File: src/rtl/dice_pkg.sv
// Shared state encoding, craps outcome constants and a face-sum helper
// used by the dice round sequencer.
package dice_pkg;

    typedef enum logic [2:0] {
        IDLE  = 3'd0,
        ROLL1 = 3'd1,
        EVAL1 = 3'd2,
        POINT = 3'd3,
        ROLL2 = 3'd4,
        EVAL2 = 3'd5,
        WIN   = 3'd6,
        LOSE  = 3'd7
    } state_t;

    localparam logic [3:0] WIN_A    = 4'd7;
    localparam logic [3:0] WIN_B    = 4'd11;
    localparam logic [3:0] CRAPS_2  = 4'd2;
    localparam logic [3:0] CRAPS_3  = 4'd3;
    localparam logic [3:0] CRAPS_12 = 4'd12;
    localparam logic [3:0] SEVEN    = 4'd7;

    localparam logic [2:0] FACE_MIN = 3'd1;
    localparam logic [2:0] FACE_MAX = 3'd6;

    // Two faces of 1..6 never exceed 12, so 4 bits hold the sum exactly.
    function automatic logic [3:0] face_sum(input logic [2:0] a, input logic [2:0] b);
        return {1'b0, a} + {1'b0, b};
    endfunction

endpackage

File: src/rtl/dice_counter.sv
// One die: a 1..6 wrap counter that steps when enabled and flags the
// 6->1 wrap so a second die can be chained off it.
module dice_counter
    import dice_pkg::*;
(
    input  logic       clk,
    input  logic       rst,
    input  logic       i_en,
    output logic [2:0] o_face,
    output logic       o_wrap
);

    logic [2:0] r_face;

    always_ff @(posedge clk) begin
        if (rst) begin
            r_face <= FACE_MIN;
        end else if (i_en) begin
            r_face <= (r_face == FACE_MAX) ? FACE_MIN : r_face + 3'd1;
        end
    end

    assign o_face = r_face;
    assign o_wrap = i_en && (r_face == FACE_MAX);

endmodule

File: src/rtl/dice_round_sequencer.sv
// Craps round sequencer: spins two chained dice while rb is held, evaluates
// the come-out and point rolls. Define DICE_SCORE_EN for win/loss counters.
module dice_round_sequencer
    import dice_pkg::*;
#(
    parameter int SCORE_W = 8
)
(
    input  logic               clk,
    input  logic               rst,
    input  logic               rb,
    input  logic               new_game,
    output logic [2:0]         die1,
    output logic [2:0]         die2,
    output logic [3:0]         sum,
    output logic [3:0]         point,
    output logic               point_valid,
    output logic               roll_active,
    output logic               win,
    output logic               lose,
    output logic               round_done,
    output logic [SCORE_W-1:0] wins,
    output logic [SCORE_W-1:0] losses,
    output state_t             o_dbg_state,
    output logic               o_dbg_dice_cycle
);

    state_t     r_state;
    state_t     w_next;
    logic       w_rolling;
    logic       w_advance;
    logic       w_wrap1;
    logic       w_wrap2;
    logic       w_done_now;
    logic       w_enter_done;
    logic [2:0] w_die1;
    logic [2:0] w_die2;
    logic [3:0] r_sum;
    logic [3:0] r_point;
    logic       r_point_valid;
    logic       r_roll_active;
    logic       r_win;
    logic       r_lose;
    logic       r_round_done;

    assign w_rolling  = (r_state == ROLL1) || (r_state == ROLL2);
    // An abort in the same cycle freezes the dice rather than spinning them.
    assign w_advance  = w_rolling && rb && !new_game;
    assign w_done_now = (r_state == WIN) || (r_state == LOSE);
    assign w_enter_done = ((w_next == WIN) || (w_next == LOSE)) && !w_done_now;

    dice_counter u_die1 (
        .clk    (clk),
        .rst    (rst),
        .i_en   (w_advance),
        .o_face (w_die1),
        .o_wrap (w_wrap1)
    );

    dice_counter u_die2 (
        .clk    (clk),
        .rst    (rst),
        .i_en   (w_wrap1),
        .o_face (w_die2),
        .o_wrap (w_wrap2)
    );

    always_ff @(posedge clk) begin
        if (rst) begin
            r_state <= IDLE;
        end else begin
            r_state <= w_next;
        end
    end

    always_comb begin
        w_next = r_state;
        if (new_game) begin
            w_next = IDLE;
        end else begin
            case (r_state)
                IDLE:  if (rb)  w_next = ROLL1;
                ROLL1: if (!rb) w_next = EVAL1;
                EVAL1: begin
                    if ((r_sum == WIN_A) || (r_sum == WIN_B)) begin
                        w_next = WIN;
                    end else if ((r_sum == CRAPS_2) || (r_sum == CRAPS_3) ||
                                 (r_sum == CRAPS_12)) begin
                        w_next = LOSE;
                    end else begin
                        w_next = POINT;
                    end
                end
                POINT: if (rb)  w_next = ROLL2;
                ROLL2: if (!rb) w_next = EVAL2;
                EVAL2: begin
                    // Making the point wins even when the point itself is 7-free.
                    if (r_sum == r_point) begin
                        w_next = WIN;
                    end else if (r_sum == SEVEN) begin
                        w_next = LOSE;
                    end else begin
                        w_next = POINT;
                    end
                end
                WIN:     w_next = WIN;
                LOSE:    w_next = LOSE;
                default: w_next = IDLE;
            endcase
        end
    end

    always_ff @(posedge clk) begin
        if (rst) begin
            r_sum         <= 4'd0;
            r_point       <= 4'd0;
            r_point_valid <= 1'b0;
            r_roll_active <= 1'b0;
            r_win         <= 1'b0;
            r_lose        <= 1'b0;
            r_round_done  <= 1'b0;
        end else begin
            if (new_game) begin
                r_sum         <= 4'd0;
                r_point       <= 4'd0;
                r_point_valid <= 1'b0;
            end else begin
                if (w_rolling && !rb) begin
                    r_sum <= face_sum(w_die1, w_die2);
                end
                if ((r_state == EVAL1) && (w_next == POINT)) begin
                    r_point       <= r_sum;
                    r_point_valid <= 1'b1;
                end
            end
            // Flags track the state being entered so they line up with it.
            r_roll_active <= (w_next == ROLL1) || (w_next == ROLL2);
            r_win         <= (w_next == WIN);
            r_lose        <= (w_next == LOSE);
            r_round_done  <= w_enter_done;
        end
    end

`ifdef DICE_SCORE_EN
    localparam logic [SCORE_W-1:0] SCORE_MAX = '1;

    logic [SCORE_W-1:0] r_wins;
    logic [SCORE_W-1:0] r_losses;

    always_ff @(posedge clk) begin
        if (rst) begin
            r_wins   <= '0;
            r_losses <= '0;
        end else if (w_enter_done) begin
            if ((w_next == WIN) && (r_wins != SCORE_MAX)) begin
                r_wins <= r_wins + 1'b1;
            end
            if ((w_next == LOSE) && (r_losses != SCORE_MAX)) begin
                r_losses <= r_losses + 1'b1;
            end
        end
    end

    assign wins   = r_wins;
    assign losses = r_losses;
`else
    assign wins   = '0;
    assign losses = '0;
`endif

    assign die1             = w_die1;
    assign die2             = w_die2;
    assign sum              = r_sum;
    assign point            = r_point;
    assign point_valid      = r_point_valid;
    assign roll_active      = r_roll_active;
    assign win              = r_win;
    assign lose             = r_lose;
    assign round_done       = r_round_done;
    assign o_dbg_state      = r_state;
    // Marks the cycle the dice pair completes its 36-position period.
    assign o_dbg_dice_cycle = w_wrap2;

endmodule

File: config.mk
export PLATFORM = sky130hd
export DESIGN_NAME = dice_round_sequencer
export DESIGN_NICKNAME = d
export VERILOG_FILES = /design/src/rtl/dice_pkg.sv /design/src/rtl/dice_counter.sv /design/src/rtl/dice_round_sequencer.sv
export SDC_FILE = /design/constraint.sdc
export NUM_CORES = 1
export LEC_CHECK = 0
export ABC_AREA = 1
export ABC_CLOCK_PERIOD_IN_PS = 4200
export CAP_MARGIN = 20
export CORE_UTILIZATION = 46
export CTS_CLUSTER_SIZE = 28
export DETAILED_ROUTE_END_ITERATION = 12
export HOLD_SLACK_MARGIN = 0.12
export PLACE_DENSITY = 0.89
export SETUP_SLACK_MARGIN = 0.3
export SYNTH_ARGS = -nofsm -noshare
export SYNTH_HDL_FRONTEND = slang
export SYNTH_SLANG_ARGS = --single-unit
File: constraint.sdc
create_clock -name clk -period 4.2 [get_ports clk]
set_input_delay 0.42 -clock clk [delete_from_list [all_inputs] [get_ports clk]]
set_output_delay 0.42 -clock clk [all_outputs]
set_load 0.05 [all_outputs]
==> summary.md <==
| Metric | Value |
|---|---|
| Starting density of the core | `48.9%` |
| Buf/Inv on CP | `3` |
| Post-synthesis adder-cell area fraction | `4.23%` |
| Slew Viols, Final | `0` |
| CP cell instances | `nor2_2 > inv_2 > o21ai_2 > nand2_2 > inv_2 > nand4_4 > nor2_2 > nand2_1 > nor2_1 > clkdlybuf4s50_1` |
| Syn Inst Count | `192` |
| Peak supply drop | `0.158 mV` |
| Port bufs | `26` |
| Synth Area in XOR/XNOR | `1.29%` |
| ANT nets after route | `0` |
| Pre-CTS WS | `1.29 ns` |
| Synth cell types | `28` |
| FMAX | `341 MHz` |
| Dpl cell area | `1600 um^2` |
| CP max stage cell | `clkdlybuf4s50_1` |
| Final nets | `230` |
| Register area share after synthesis | `32.4%` |
| Crit path largest cell delay | `0.81 ns` |
| Main combinational cell family by area after synthesis | `simple AND/OR/NAND/NOR gates` |
| Share of layout cells above drive strength 1 | `15.8%` |
| Largest net degree at the start of global routing | `14` |
| Sink Count | `22` |
| Worst path required time | `3.78 ns` |
| Wire per inst | `10.6 um` |
| Post-CTS Setup Bufs | `0` |
| DP HPWL | `2.08 mm` |
| Worst Skew | `0.00694 ns` |
| Row count | `19` |
| H-tree lvl count | `1` |
| Post-synth ARST share | `0%` |
| Reg-to-reg setup timing slack | `2.59 ns` |
| Hold Crit Class | `flop to flop` |
| Most frequent cell after synthesis | `nand2_1` |
| N_diodes | `0` |
| CTS tree | `yes` |
| Min cycle time layout | `2.93 ns` |
| Final Hold Viols | `0` |
| Final Util | `59.2%` |
| Clock root buffer master | `clkbuf_4` |
| Netlist Area Pre-Place | `1360 um^2` |
| Hold Buf Count CTS | `0` |
| Dominant cell type by area after synthesis | `dfxtp_1` |
| Post-CTS sizing | `0` |
| Router iterations before antenna repair | `4` |
| Initial antenna violation count | `0` |
| CP startpoint kind | `flop` |
| Overall routing resource usage | `18.2%` |
| Fill cell count | `253` |
| IO Pins | `43` |
| CORE AREA | `2780 um^2` |
| Yosys warns | `0` |
| Slew @ Worst Pin | `0.504 ns` |
| Cell family with most CP delay | `buffers and inverters` |
| Die Y-Extent | `56.4 um` |
| Worst setup path class | `flop to primary output` |
| Fin worst setup slack | `1.27 ns` |
| Worst-Skew Late Latency | `0.32 ns` |
| Buffer depth of the longest clock path | `2` |
| Total length of routed wires | `2.67 mm` |
| Die W | `56.4 um` |
| GP Congestion | `0.831` |
| Area contributors post-synth | `dfxtp_1 32%, nand2_1 10%, buf_4 8.8%` |
| Pleak | `0.743 nW` |
| Layout Area Growth over Synthesis | `21.2%` |
| CP Max Fanout | `8` |
| Vias | `1203` |
| Max-Cap Viols | `0` |
| Relative slew slack | `66.3%` |
| Synth top area share | `32.4%` |
| EDFF count, synth | `0` |
| Post-synth top cells | `38 x nand2_1, 30 x nor2_1, 23 x inv_1, 22 x dfxtp_1, 16 x buf_4` |
| Final Cycle Share | `69.9%` |
| RSZ-0062 raised after global routing | `no` |
| DR DRC count | `0` |
| Post-synthesis sequential element count | `22` |
| Worst-path clk slew | `0.14 ns` |
| Fin area | `1650 um^2` |
| Kind of end point of the critical path | `primary output` |
| Post-Synth Simple-Gate Area | `34.7%` |
| Critical path arrival | `2.51 ns` |
| Mux contribution to synthesized area | `0%` |
| Syn Area/Cell | `7.08 um^2` |
| Grt ovf | `0` |
| First-pass GRT wire length | `4.62 mm` |
| Final setup viols | `0` |
| Main flop type after synthesis | `dfxtp_1` |
| Vias in the first global route | `1089` |
| Vias per cell | `4.77` |
| PD cells | `277 nW/um^2` |
| Setup TNS | `0 ns` |
| Compound-Gate Fraction of Synth Area | `10.3%` |
| Iteration-0 DRC Markers | `29` |
| CTS Buf Count | `3` |
| DIE AREA | `3180 um^2` |
| Outcome | `completed` |
kinds of logic (layout without fill, tap and decap cells):
| family | Yosys count | in the layout |
|---|---|---|
| buffers and inverters | 45 | 59 |
| XOR/XNOR | 2 | 2 |
| adder cells (fa/ha/maj) | 4 | 4 |
| other | 1 | 16 |
| AO/OA/AOI/OAI | 21 | 21 |
| AND/OR/NAND/NOR | 97 | 97 |
| flip-flops | 22 | 22 |
worst paths after layout:
| check | start | to | cells past startpoint |
|---|---|---|---|
| setup / recovery | o_dbg_state[1]$_SDFF_PP0_ | o_dbg_dice_cycle | 10 |
| hold / removal | point_valid$_SDFFE_PP0P_ | point_valid$_SDFFE_PP0P_ | 2 |
| setup reg to reg | sum[2]$_SDFFE_PP0P_ | point_valid$_SDFFE_PP0P_ | 13 |
| hold reg to reg | point_valid$_SDFFE_PP0P_ | point_valid$_SDFFE_PP0P_ | 2 |
area by class of cell:
cell class                 instances  area [um^2]  share of cell area (%)
multi-input combinational        140          747                    45.3
sequential                        22          440                    26.7
timing repair buffer              26          260                    15.8
inverter                          29          109                    6.61
tap                               31         38.8                    2.35
clock inverter                     1         30.0                    1.82
clock buffer                       3         22.5                    1.37
placed cells by master, fill, tap and decap left out, drive strengths merged:
cell	n
a21oi	8
conb	16
a211oi	2
fa	1
nand2	46
o21ba	1
nor3b	1
clkbuf	3
clkdlybuf4s50	26
o21ai	9
nand4	8
nand3	5
xnor2	2
a31oi	1
ha	3
dfxtp	22
inv	29
nor2	37
bufinv	1
sequential cells by signal, summed over array words and instances, names as in the netlist, 3 cells and up:
name and flops:
o_dbg_state 3, point 4, sum 4, u_die1.o_face 3, u_die2.o_face 3
per-stage QoR:
step	hold slack [ns]	cells	power, mW
floorplan	0.492	207	0.292
detailed placement	0.482	248	0.294
global placement	0.458	248	0.293
CTS	0.508	252	0.459
finish	0.503	252	0.456
global route	0.557	252	0.476
per-layer routing:
metal,up-vias,track usage (%),part of all wire (%)
li1,626,-,-
met1,544,22.7,47
met2,31,32.5,49
met3,2,2.76,3.5
met4,0,5.23,0.37
met5,-,0,0
tightest hold or removal path, delay by kind of cell (launching register included):
family,cells,cell delay (ns)
DFF,1,0.33
and+or+nand+nor,2,0.15
power by group:
part	total [mW]	switching, mW	internal, mW
clock	0.166	0.0699	0.0965
sequential	0.214	0.00326	0.211
combinational	0.0759	0.0609	0.0151
total	0.456	0.134	0.322
Note: power is estimated with default switching activity, not from simulation.
